===== config.mk =====
export PLATFORM = sky130hd
export DESIGN_NAME = stall_requester
export DESIGN_NICKNAME = d
export VERILOG_FILES = /design/src/rtl/stall_requester_pkg.sv /design/src/rtl/stall_timer.sv /design/src/rtl/stall_requester.sv
export SDC_FILE = /design/constraint.sdc
export NUM_CORES = 1
export LEC_CHECK = 0
export BUFFER_PORTS_ARGS = -buffer_cell sky130_fd_sc_hd__buf_4
export CORE_MARGIN = 10
export CORE_UTILIZATION = 40
export DETAILED_ROUTE_END_ITERATION = 6
export PLACE_DENSITY = 0.73
export SETUP_SLACK_MARGIN = 0.3
export SLEW_MARGIN = 20
export SYNTH_ARGS = -nofsm -noshare
export SYNTH_HDL_FRONTEND = slang
export SYNTH_SLANG_ARGS = --single-unit

===== constraint.sdc =====
create_clock -name clk -period 2 [get_ports clk]
set_clock_uncertainty 0.2 [all_clocks]
set_input_delay 0.4 -clock clk [delete_from_list [all_inputs] [get_ports clk]]
set_output_delay 0.4 -clock clk [all_outputs]
set_load 0.02 [all_outputs]

===== src/rtl/stall_requester_pkg.sv =====
// Shared types for the decode-stage stall requester: FSM states, stall cause codes
// and the default wait-state timeout.
package stall_requester_pkg;

    localparam int TIMEOUT_DEFAULT = 15;

    typedef enum logic [1:0] {
        IDLE      = 2'b00,
        REQ       = 2'b01,
        WAIT_LOW  = 2'b10,
        WAIT_HIGH = 2'b11
    } state_t;

    typedef enum logic [1:0] {
        CAUSE_NONE    = 2'b00,
        CAUSE_LOADUSE = 2'b01,
        CAUSE_MULDIV  = 2'b10,
        CAUSE_TIMEOUT = 2'b11
    } cause_t;

endpackage


===== src/rtl/stall_timer.sv =====
// Saturating wait-state timer: clears on request, counts up to MAX and holds there.
// Latency: done reflects the registered count, so it is valid the cycle the count reaches MAX.
// Backpressure: none; clear takes priority over inc.
module stall_timer #(
    parameter int MAX = 15
) (
    input  logic clk,
    input  logic rst,
    input  logic clear,
    input  logic inc,
    output logic done
);

    localparam int W = (MAX < 2) ? 1 : $clog2(MAX + 1);
    localparam logic [W-1:0] LIMIT = W'(MAX);

    logic [W-1:0] count;

    always_ff @(posedge clk) begin
        if (rst || clear) begin
            count <= '0;
        end else if (inc && (count != LIMIT)) begin
            count <= count + 1'b1;
        end
    end

    assign done = (count == LIMIT);

endmodule


===== src/rtl/stall_requester.sv =====
// Detects load-use and mul/div hazards in decode, freezes the front end and runs a delay handshake.
// Latency: hold is combinational in the hazard cycle; delayEn pulses in the following cycle.
// Backpressure: waits on pcEn low-then-high from the delay counter, abandoning after TIMEOUT cycles.
module stall_requester
    import stall_requester_pkg::*;
#(
    parameter int TIMEOUT = TIMEOUT_DEFAULT,
    parameter int REGW    = 5
) (
    input  logic            clk,
    input  logic            rst,
    input  logic            instValid,
    input  logic            instAdv,
    input  logic            isMulDiv,
    input  logic [REGW-1:0] rs1,
    input  logic [REGW-1:0] rs2,
    input  logic            usesRs2,
    input  logic            exIsLoad,
    input  logic [REGW-1:0] rdEx,
    input  logic            pcEn,
    output logic            delayEn,
    output logic            hold,
    output logic [1:0]      stallCause,
    output logic            timeoutErr
);

    state_t state;
    state_t stateNext;
    cause_t cause;
    logic   served;
    logic   loadUse;
    logic   mdHaz;
    logic   hazard;
    logic   timerClear;
    logic   timerInc;
    logic   timerDone;
    logic   timeoutNow;
    logic   serveNow;

    assign loadUse = instValid & exIsLoad & (rdEx != '0)
                   & ((rdEx == rs1) | (usesRs2 & (rdEx == rs2)));
    assign mdHaz   = instValid & isMulDiv;
    // served masks the instruction that already got its delay until decode advances
    assign hazard  = (loadUse | mdHaz) & ~served;

    stall_timer #(
        .MAX (TIMEOUT)
    ) u_timer (
        .clk   (clk),
        .rst   (rst),
        .clear (timerClear),
        .inc   (timerInc),
        .done  (timerDone)
    );

    always_ff @(posedge clk) begin
        if (rst) begin
            state <= IDLE;
        end else begin
            state <= stateNext;
        end
    end

    always_comb begin
        stateNext  = state;
        timerClear = 1'b0;
        timerInc   = 1'b0;
        timeoutNow = 1'b0;
        serveNow   = 1'b0;
        case (state)
            IDLE: begin
                if (hazard) begin
                    stateNext = REQ;
                end
            end
            REQ: begin
                stateNext  = WAIT_LOW;
                timerClear = 1'b1;
            end
            WAIT_LOW: begin
                if (!pcEn) begin
                    stateNext  = WAIT_HIGH;
                    timerClear = 1'b1;
                end else if (timerDone) begin
                    stateNext  = IDLE;
                    timeoutNow = 1'b1;
                end else begin
                    timerInc = 1'b1;
                end
            end
            WAIT_HIGH: begin
                if (pcEn) begin
                    stateNext = IDLE;
                    serveNow  = 1'b1;
                end else if (timerDone) begin
                    stateNext  = IDLE;
                    timeoutNow = 1'b1;
                end else begin
                    timerInc = 1'b1;
                end
            end
            default: stateNext = IDLE;
        endcase
    end

    always_ff @(posedge clk) begin
        if (rst) begin
            served     <= 1'b0;
            cause      <= CAUSE_NONE;
            timeoutErr <= 1'b0;
        end else begin
            if (serveNow || timeoutNow) begin
                served <= 1'b1;
            end else if (instAdv) begin
                served <= 1'b0;
            end
            if ((state == IDLE) && hazard) begin
                cause <= loadUse ? CAUSE_LOADUSE : CAUSE_MULDIV;
            end
            if (timeoutNow) begin
                timeoutErr <= 1'b1;
            end
        end
    end

    // Outputs are forced quiet during reset even though state only resets at the edge
    assign delayEn = ~rst & (state == REQ);
    assign hold    = ~rst & ((state != IDLE) | hazard);

    always_comb begin
        stallCause = CAUSE_NONE;
        if (!rst) begin
            if (timeoutNow) begin
                stallCause = CAUSE_TIMEOUT;
            end else if (state != IDLE) begin
                stallCause = cause;
            end
        end
    end

endmodule

==> results.md, run 1 <==
- Worst ir drop on vdd: 0.000475 V
- Number of distinct library cell variants in the gate-level netlist after synthesis: 30
- Synth area leader: sky130_fd_sc_hd__dfxtp_1
- Critical path origin: rdEx[2]
- Element type at the critical path end: output pin
- Worst flop-to-flop path startpoint: served
- Most frequent cells after synthesis: sky130_fd_sc_hd__dfxtp_1, sky130_fd_sc_hd__xnor2_1, sky130_fd_sc_hd__a21oi_1
- Outcome: finished, violations left
- Crit path to: hold
- Total wire length after detailed routing: 2.60 mm
- Average size of a mapped cell: 8.30 um^2
- Flip-flop and latch count after synthesis: 10
- WS Path Type: input port to output pin
- Clk buf depth: 2
- Final Hold Viols: 0
- Number of detailed-routing iterations run before antenna repair: 4
- Aggregate global-route resource usage: 11.4%
- HPWL after detailed placement: 1.70 mm
- DIE AREA: 0.00394 mm^2
- Initial DRC Count: 19
- H-Tree Level Count: 1
- Upper clock frequency limit: 0.442 GHz
- CP arrival: 1.66 ns
- Initial Utilization: 42.3%
- Top area cells in the synthesized netlist: sky130_fd_sc_hd__dfxtp_1, sky130_fd_sc_hd__xnor2_1, sky130_fd_sc_hd__ha_1
- Total gr overflow: 0
- Wire length of the first global-routing pass: 3.81 mm
- Combined area of all synthesized cells: 731 um^2
- Worst Setup Slack, final: -0.262 ns
- Share of cells above drive strength 1: 59.0%
- DRC Markers: 0
- Capture point of the worst reg-to-reg path: state[1]
- Filler Cells Inserted: 114
- Detailed-route wire length per cell: 15.8 um
- Number of clock sinks: 10
- Total Nets Final: 168
- Routability cong.: 0.776
- Crit-path slowest cell: sky130_fd_sc_hd__or3_4
- Total CTS buffers: 3
- Worst setup slack for register-to-register paths: 0.15 ns
- Yosys warns: 0
- Top cell type's share of synthesized area: 27.4%
- Largest net degree at the start of global routing: 13
- Number of antenna cells inserted: 0
- Share of the cycle needed by the critical path after routing: 113%
- Clock edge transition at the registers on the reported setup and hold paths: 0.06 ns
- Final setup violation count: 5
- Standard cell core area: 0.00173 mm^2
- Placed Cells incl. Taps: 145
- Sequential area share after synthesis: 27.4%
- Slew at the pin with the worst max-slew slack: 0.301 ns
- Number of nets produced by synthesis: 116
- Path length in cells of the critical path: 6
- Count of mapped cells out of synthesis: 88
- Worst reg2reg path depth: 9
- Pwr Density: 658 mW/mm^2
- Cell leakage power: 0.575 nW
- Via count of the first global-routing pass: 852
- Slew Limit Fails: 0
- Final cell count without fillers: 164
- Worst endpoint required time: 1.40 ns
- Largest delay contributor family on the critical path: simple AND/OR/NAND/NOR gates
- Die X-Extent: 62.7 um
- Area added between synthesis and finish: 88.9%
- Final antenna-violating net count: 0
- Element type at the critical path start: input port
- Clock tree from TritonCTS: done
- Initial antenna violation count: 0
- Buf/Inv on CP: 2
- Fin crit period: 2.26 ns
- Worst path most repeated cell: sky130_fd_sc_hd__buf_6
- Clock root cell: sky130_fd_sc_hd__clkbuf_4
- Boundary Pins: 28
- Async set or reset register ratio after synthesis: 0%
- Overall power consumption: 908 uW
- Violations in the final reports: setup timing
- Ys flop type: sky130_fd_sc_hd__dfxtp_1
- Worst slew margin relative to its limit: 79.9%
- Ordered list of cells on the worst path: buf_6 > or3_4 > o311a_4 > and2_4 > o21a_4 > buf_6
- Count of max-cap constraint violations: 0
- Site Rows: 15
- Hold/Removal Path Class: input port to register
- Clock latency on the worst-skew pair: 0.26 ns
- Number of flops mapped to enable cells by yosys: 0
- Via Count: 853
- HP Start: rst
- Slowest stage delay, CP: 0.37 ns
- Via density per instance: 5.20
- Unrepaired setup endpoints after global routing: true
- Number of input and output port buffers inserted: 27
- Die height: 62.7 um
- Largest fanout on the critical path: 2
sequential cells by signal, indices dropped and copies added, names as in the netlist:
signal         cells
cause              2
served             1
state              2
timeoutErr         1
u_timer.count      4
cell usage in the layout, fill, tap and decap left out, drive strengths merged, types with 5 or more instances in the layout:
| cell type | n |
|---|---|
| a21oi | 9 |
| inv | 6 |
| nand2 | 7 |
| xnor2 | 10 |
| buf | 48 |
| dfxtp | 10 |
| ha | 5 |
| nand3 | 5 |
| nor2 | 5 |
how the worst min path moves through the flow:
| stage | end | cells after the start |
|---|---|---|
| 6_report | cause[0] | 2 |
| 5_1_grt | cause[0] | 2 |
| 4_1_cts | cause[1] | 2 |
| 3_5_place_dp | timeoutErr | 2 |
| 3_3_place_gp | timeoutErr | 2 |
| 2_1_floorplan | cause[1] | 2 |
metrics by stage:
step	util, %	setup WS, ns	hold slack [ns]	setup TNS [ns]	area, um^2
after floorplan	-	-0.0686	0.250	-0.0686	798
after global placement	62.2	-0.288	0.237	-0.458	1070
after detailed placement	62.2	-0.290	0.237	-0.481	1070
after CTS	71.2	-0.253	0.219	-0.638	1230
after global routing	79.9	-0.285	0.234	-0.813	1380
final	79.9	-0.262	0.243	-0.652	1380
report_power, final:
group	switching, mW	internal (mW)
sequential	0.0409	0.233
clock	0.0674	0.0771
combinational	0.222	0.267
area by class of cell:
type                    count  area (um^2)  share of cell area, %
flip-flops and latches     10          210                   15.2
multi-input cells          71          664                   48.1
well taps                  25         31.3                   2.27
clock buffers               4         26.3                   1.90
repair buffers             48          420                   30.5
inverters                   6         27.5                   1.99
kinds of logic after synthesis:
kind of cell,synth area share [%]
and+or+nand+nor,24.1
AOI/OAI and AO/OA,23.1
xor gates and xnor gates,13.2
DFF,27.4
buffers and inverters,3.60
adders and majority gates,8.56
timing repair:
action                                  4_1_cts  5_1_grt
resized for setup                            20       19
pin swaps                                     3       11
endpoints found under the setup margin        8        9
buffers inserted                              7        8
hold buffers                                  0        0
metal layers:
| metal | track usage [%] | vias up | share of wire, % |
|---|---|---|---|
| met1 | 11.9 | 406 | 40 |
| met2 | 21.2 | 28 | 54 |
| li1 | - | 417 | - |
| met5 | 0 | - | 0 |
| met4 | 2.23 | 0 | 0.42 |
| met3 | 4.30 | 2 | 5.7 |
No activity file was read; power rests on OpenSTA's default activity.
==> run 2, diff against run 1 <==
ABC_AREA = 1   (was unset)
PLACE_DENSITY = 0.72   (was 0.73)
clock period = 2.04 ns   (was 2 ns; I/O delays follow)
==> results.md, run 2 <==
- Clock root cell: sky130_fd_sc_hd__clkbuf_4
- DRC Markers: 0 (unchanged)
- Most common cell after layout, fill and taps aside: sky130_fd_sc_hd__nand2_1
- Critical path origin: state[0]
- Filler Cells Inserted: 175 (+54%)
- Die height: 64.7 um (+3.1%)
- Async set or reset register ratio after synthesis: 0% (unchanged)
- CP arrival: 1.58 ns (-0.08 ns)
- Combinational family with the most area after synthesis: simple AND/OR/NAND/NOR gates
- Via count of the first global-routing pass: 852 (unchanged)
- Total gr overflow: 0 (unchanged)
- Final Hold Viols: 0 (unchanged)
- Detailed-route wire length per cell: 10.8 um (-32%)
- Biggest registers after layout: u_timer.count: 4 flops, cause: 2 flops, state: 2 flops
- Number of flops mapped to enable cells by yosys: 0 (unchanged)
- Violations in the final reports: setup timing
- Number of nets produced by synthesis: 165 (+42%)
- Aggregate global-route resource usage: 9.60% (-1.8 points)
- Number of antenna cells inserted: 0 (unchanged)
- HP Start: rst
- Quantity of hold-fixing buffers added after cts: 0 (unchanged)
- Die X-Extent: 64.7 um (+3.1%)
- Element type at the critical path start: register
- Largest fanout on the critical path: 4 (+2)
- Final cell count without fillers: 203 (+24%)
- Wire length of the first global-routing pass: 3.35 mm (-12%)
- Most frequent cell after synthesis: sky130_fd_sc_hd__nand2_1
- Upper clock frequency limit: 0.457 GHz
- Worst setup slack for register-to-register paths: 0.39 ns (+0.24 ns)
- Most frequent cells after synthesis: sky130_fd_sc_hd__nand2_1, sky130_fd_sc_hd__inv_1, sky130_fd_sc_hd__nor2_1
- Clock edge transition at the registers on the reported setup and hold paths: 0.07 ns (about the same)
- Share of the cycle needed by the critical path after routing: 107%
- Worst slew margin relative to its limit: 85.1% (+5.2 points)
- Total Nets Final: 205 (+22%)
- Area added between synthesis and finish: 59.2%
- HPWL after detailed placement: 1.70 mm (-0.26%)
- Flip-flop and latch count after synthesis: 10 (unchanged)
- Ys flop type: sky130_fd_sc_hd__dfxtp_1
- Hold/Removal Path Class: input port to register
- Number of input and output port buffers inserted: 27 (unchanged)
- Top register by number of flip-flops: u_timer.count
- Worst endpoint required time: 1.43 ns (+0.03 ns)
- Clk buf depth: 2 (unchanged)
- Mux contribution to synthesized area: 0% (unchanged)
- Standard cell core area: 0.00192 mm^2 (+11%)
- Cell leakage power: 0.645 nW (+12%)
- Number of distinct library cell variants in the gate-level netlist after synthesis: 20 (-33%)
- Worst flop-to-flop path startpoint: state[0]
- Average size of a mapped cell: 5.84 um^2 (-30%)
- Initial DRC Count: 29 (+10)
- Top cell type's share of synthesized area: 25.0% (-2.4 points)
- Area share of and/or/nand/nor cells after synthesis: 39.3% (+15 points)
- WS Path Type: register to output pin
- Worst reg2reg path depth: 11 (+2)
- Adder and majority gate portion of the synthesized area: 7.82% (-0.74 points)
- Synth area leader: sky130_fd_sc_hd__dfxtp_1
- Largest net degree at the start of global routing: 10 (-3)
- Area share of xor/xnor cells in the synthesized design: 2.19% (-11 points)
- Initial antenna violation count: 0 (unchanged)
- Top area cells in the synthesized netlist: sky130_fd_sc_hd__dfxtp_1, sky130_fd_sc_hd__nand2_1, sky130_fd_sc_hd__inv_1
- Clock tree from TritonCTS: done
- Slew Limit Fails: 0 (unchanged)
- Clock latency on the worst-skew pair: 0.26 ns (about the same)
- Total wire length after detailed routing: 2.19 mm (-16%)
- DIE AREA: 0.00419 mm^2 (+6.4%)
- Hold path cells: 2 (unchanged)
- H-Tree Level Count: 1 (unchanged)
- Placed Cells incl. Taps: 192 (+32%)
- Hold Slack: 0.204 ns (-0.0391 ns)
- Count of max-cap constraint violations: 0 (unchanged)
- Combined area of all synthesized cells: 800 um^2 (+9.4%)
- Capture point of the worst reg-to-reg path: u_timer.count[3]
- Worst ir drop on vdd: 0.000511 V (+7.6%)
- Share of cells above drive strength 1: 44.3% (-15 points)
- Leading cell types in the layout, fill and taps excluded: sky130_fd_sc_hd__nand2_1, sky130_fd_sc_hd__buf_4, sky130_fd_sc_hd__inv_1
- Yosys warns: 0 (unchanged)
- Routability cong.: 0.828 (+6.7%)
- Hold-critical path endpoint: served
- Count of mapped cells out of synthesis: 137 (+56%)
- Total CTS buffers: 3 (unchanged)
- Number of detailed-routing iterations run before antenna repair: 4 (unchanged)
- Outcome: finished, violations left
- Number of flip-flops in the largest register: 4 (unchanged)
- Number of clock sinks: 10 (unchanged)
- Boundary Pins: 28 (unchanged)
- Worst Setup Slack, final: -0.146 ns (+0.115 ns)
- Site Rows: 16 (+1)
- Unrepaired setup endpoints after global routing: true
- Fin crit period: 2.19 ns
- Via Count: 919 (+7.7%)
- Compound-gate portion of the synthesized area: 11.1% (-12 points)
- Slew at the pin with the worst max-slew slack: 0.224 ns (-0.0770 ns)
- Final antenna-violating net count: 0 (unchanged)
- Element type at the critical path end: output pin
- Final setup violation count: 2 (-3)
- Sequential area share after synthesis: 25.0% (-2.4 points)
- Initial Utilization: 41.6% (-0.72 points)
- Pwr Density: 705 mW/mm^2 (+7.2%)
- Via density per instance: 4.53 (-13%)
-- run 2: cell types whose count changed in the layout (fill, tap and decap cells not counted), sizes merged, moves of 2 or more --
cell / change
xnor2: -9
nor2b: -4
nand2: +37
buf: -12
or3: -2
nand3: +3
nand2b: -3
inv: +24
nor2: +11
-- run 2: cell type report --
cell class	instances	area, um^2	area share (%)
multi-input combinational	96	562	44.1
timing repair buffer	36	323	25.4
sequential	10	208	16.3
inverter	30	120	9.44
tap	27	33.8	2.65
clock buffer	4	26.3	2.06
-- run 2: cell families after synthesis --
family          after synthesis
flops                        10
compound gates               16
xor+xnor                      2
buf+inv                      31
simple gates                 73
fa+ha+maj                     5
-- run 2: stage by stage --
step	power, mW	setup slack [ns]	instance area, um^2	util [%]	setup TNS, ns
after floorplan	0.521	0.109	838	-	0
after global placement	0.627	0.0431	1090	56.5	0
after detailed placement	0.637	0.0403	1090	56.5	0
after CTS	0.837	-0.190	1180	61.2	-0.357
after global routing	0.971	-0.273	1270	66.2	-0.543
final	0.897	-0.146	1270	66.2	-0.276
-- run 2: worst max-delay path: stages, from the launching register on --
cell and delay [ns]:
sky130_fd_sc_hd__dfxtp_4 0.37, sky130_fd_sc_hd__inv_2 0.06, sky130_fd_sc_hd__ha_1 0.15, sky130_fd_sc_hd__inv_2 0.04, sky130_fd_sc_hd__o21ai_2 0.05, sky130_fd_sc_hd__o21a_2 0.15
sky130_fd_sc_hd__nand4_1 0.17, sky130_fd_sc_hd__a21oi_2 0.20, sky130_fd_sc_hd__buf_6 0.13
-- run 2: worst max path at each step --
stage	end	slack, ns	cells after the start
after floorplan	stallCause[0]	0.11	7
after global placement	hold	0.04	12
after detailed placement	hold	0.04	11
after CTS	stallCause[1]	-0.19	7
after global routing	stallCause[0]	-0.27	8
final	stallCause[0]	-0.15	8
-- run 2: routing by layer --
layer	vias up	track usage, %	part of all wire [%]
met4	0	2.41	1.3
met3	4	3.44	4.6
met2	18	18.8	54
li1	501	-	-
met5	-	0	0
met1	396	9.14	40
-- run 2: power breakdown --
group	switching, mW	total [mW]	internal [mW]
Sequential	0.0327	0.268	0.235
Clock	0.0680	0.144	0.0755
Combinational	0.254	0.486	0.232
Total	0.354	0.897	0.543
-- run 2: what timing repair did --
| action | 4_1_cts | 5_1_grt |
|---|---|---|
| resized for setup | 14 | 29 |
| hold endpoints to repair | 0 | 0 |
| setup buffers | 3 | 4 |
| pin swaps | 8 | 23 |
| setup endpoints to repair | 4 | 5 |
==> run 3, diff against run 2 <==
CTS_BUF_LIST = sky130_fd_sc_hd__clkbuf_4 sky130_fd_sc_hd__clkbuf_8   (was unset)
==> results.md, run 3 (synthesis results as in run 2) <==
- Slew Limit Fails: 0 (unchanged)
- Ordered list of cells on the worst path: ha_4 > inv_2 > o21ai_2 > o21a_2 > nand4_1 > a21oi_2 > buf_6
- Total gr overflow: 0 (unchanged)
- Largest net degree at the start of global routing: 10 (unchanged)
- Overall power consumption: 925 uW (+3.1%)
- Worst setup slack for register-to-register paths: 0.38 ns (about the same)
- Worst ir drop on vdd: 0.000510 V (-0.13%)
- Number of flip-flops in the largest register: 4 (unchanged)
- Total negative slack for setup checks: -0.286 ns (-0.00986 ns)
- Standard cell area after detailed placement: 0.00109 mm^2 (unchanged)
- Violations in the final reports: setup timing
- Final cell count without fillers: 204 (+0.49%)
- Slew at the pin with the worst max-slew slack: 0.225 ns (+0.00180 ns)
- Quantity of hold-fixing buffers added after cts: 0 (unchanged)
- CP arrival: 1.58 ns (about the same)
- Biggest registers after layout: u_timer.count: 4 flops, cause: 2 flops, state: 2 flops
- Boundary Pins: 28 (unchanged)
- Worst slew margin relative to its limit: 85.0% (-0.12 points)
- Upper clock frequency limit: 0.456 GHz (-0.20%)
- Via count of the first global-routing pass: 857 (+0.59%)
- Die height: 64.7 um (unchanged)
- Share of the cycle needed by the critical path after routing: 107% (+0.22 points)
- Crit-path slowest cell: sky130_fd_sc_hd__dfxtp_4
- Total CTS buffers: 3 (unchanged)
- Final instance area: 0.00128 mm^2 (+0.98%)
- Final setup violation count: 2 (unchanged)
- Routability cong.: 0.828 (unchanged)
- Unrepaired setup endpoints after global routing: true
- Number of input and output port buffers inserted: 27 (unchanged)
- DRC Markers: 0 (unchanged)
- Clock edge transition at the registers on the reported setup and hold paths: 0.07 ns (about the same)
- Leading cell types in the layout, fill and taps excluded: sky130_fd_sc_hd__nand2_1, sky130_fd_sc_hd__buf_4, sky130_fd_sc_hd__inv_1
- Site Rows: 16 (unchanged)
- Capture point of the worst reg-to-reg path: u_timer.count[3]
- Element type at the critical path end: output pin
- Via Count: 921 (+0.22%)
- Hold/Removal Path Class: input port to register
- Worst reg2reg path depth: 11 (unchanged)
- Hold path cells: 2 (unchanged)
- Clock latency on the worst-skew pair: 0.26 ns (about the same)
- Placed Cells incl. Taps: 192 (unchanged)
- Worst endpoint required time: 1.43 ns (about the same)
- Clk buf depth: 2 (unchanged)
- Aggregate global-route resource usage: 9.63% (+0.035 points)
- Initial DRC Count: 34 (+17%)
- Largest fanout on the critical path: 4 (unchanged)
- H-Tree Level Count: 1 (unchanged)
- Share of cells above drive strength 1: 44.6% (+0.31 points)
- Standard cell core area: 0.00192 mm^2 (unchanged)
- Cell leakage power: 0.654 nW (+1.3%)
- Most common cell after layout, fill and taps aside: sky130_fd_sc_hd__nand2_1
- Clock tree from TritonCTS: done
- Detailed-route wire length per cell: 11.0 um (+1.6%)
- Area added between synthesis and finish: 60.7%
- WS Path Type: register to output pin
- Element type at the critical path start: register
- Number of antenna cells inserted: 0 (unchanged)
- Number of detailed-routing iterations run before antenna repair: 4 (unchanged)
- Die X-Extent: 64.7 um (unchanged)
- Pwr Density: 720 mW/mm^2 (+2.1%)
- Count of max-cap constraint violations: 0 (unchanged)
- HPWL after detailed placement: 1.70 mm (unchanged)
- Final Hold Viols: 0 (unchanged)
- Initial antenna violation count: 0 (unchanged)
- Fin crit period: 2.19 ns (+0.00448 ns)
- Clock root cell: sky130_fd_sc_hd__clkbuf_4
- HP Start: rst
- Slowest stage delay, CP: 0.38 ns (about the same)
- Total wire length after detailed routing: 2.24 mm (+2.1%)
- Number of clock sinks: 10 (unchanged)
- Final antenna-violating net count: 0 (unchanged)
- Hold-critical path endpoint: served
- Worst Setup Slack, final: -0.151 ns (-0.00448 ns)
- DIE AREA: 0.00419 mm^2 (unchanged)
- Total Nets Final: 206 (+0.49%)
- Top register by number of flip-flops: u_timer.count
- Worst flop-to-flop path startpoint: state[0]
- Outcome: finished, violations left
- Wire length of the first global-routing pass: 3.39 mm (+1.2%)
- Initial Utilization: 41.6% (unchanged)
- Via density per instance: 4.51 (-0.27%)
- Core occupancy in the finished layout: 66.9% (+0.65 points)
## run 3: cell type report
type / count / area (um^2)
Inverter: 30 / 118
Tap cell: 27 / 33.8
Multi-Input combinational cell: 96 / 562
Sequential cell: 10 / 208
Clock buffer: 4 / 30.0
Timing Repair Buffer: 37 / 334
Fill cell: 171 / 637
## run 3: stage by stage
stage / hold slack [ns] / setup slack, ns
final: 0.206 / -0.151
after global routing: 0.216 / -0.295
after CTS: 0.195 / -0.196
after detailed placement: 0.243 / 0.0403
after global placement: 0.234 / 0.0431
after floorplan: 0.221 / 0.109
## run 3: worst max path at each step
stage | startpoint | slack (ns) | end | cells past startpoint
2_1_floorplan | state[0] | 0.11 | stallCause[0] | 7
3_3_place_gp | rdEx[0] | 0.04 | hold | 12
3_5_place_dp | rdEx[3] | 0.04 | hold | 11
4_1_cts | state[1] | -0.20 | stallCause[1] | 7
5_1_grt | state[0] | -0.29 | stallCause[0] | 7
6_report | state[1] | -0.15 | stallCause[0] | 7
## run 3: timing repair
item / in CTS / in global routing
setup buffers: 3 / 5
resized for setup: 13 / 29
endpoints found under the setup margin: 4 / 5
pin swaps: 7 / 23
## run 3: critical path, delay by kind of cell (launching register included)
| kind | cells | cell delay [ns] |
|---|---|---|
| simple gates | 1 | 0.17 |
| fa+ha+maj | 1 | 0.14 |
| compound gates | 3 | 0.47 |
| buf+inv | 2 | 0.16 |
| flops | 1 | 0.38 |
## run 3: power breakdown
group          switching (mW)  internal [mW]  total, mW
Combinational           0.254          0.245      0.499
Clock                  0.0674         0.0888      0.156
Sequential             0.0343          0.235      0.269
## run 3: routing by layer
metal	vias up	GRT usage (%)	share of wire, %
met3	2	3.61	5.3
met4	0	2.14	0.49
met5	-	0	0
met1	398	9.34	40
li1	501	-	-
met2	20	18.7	54
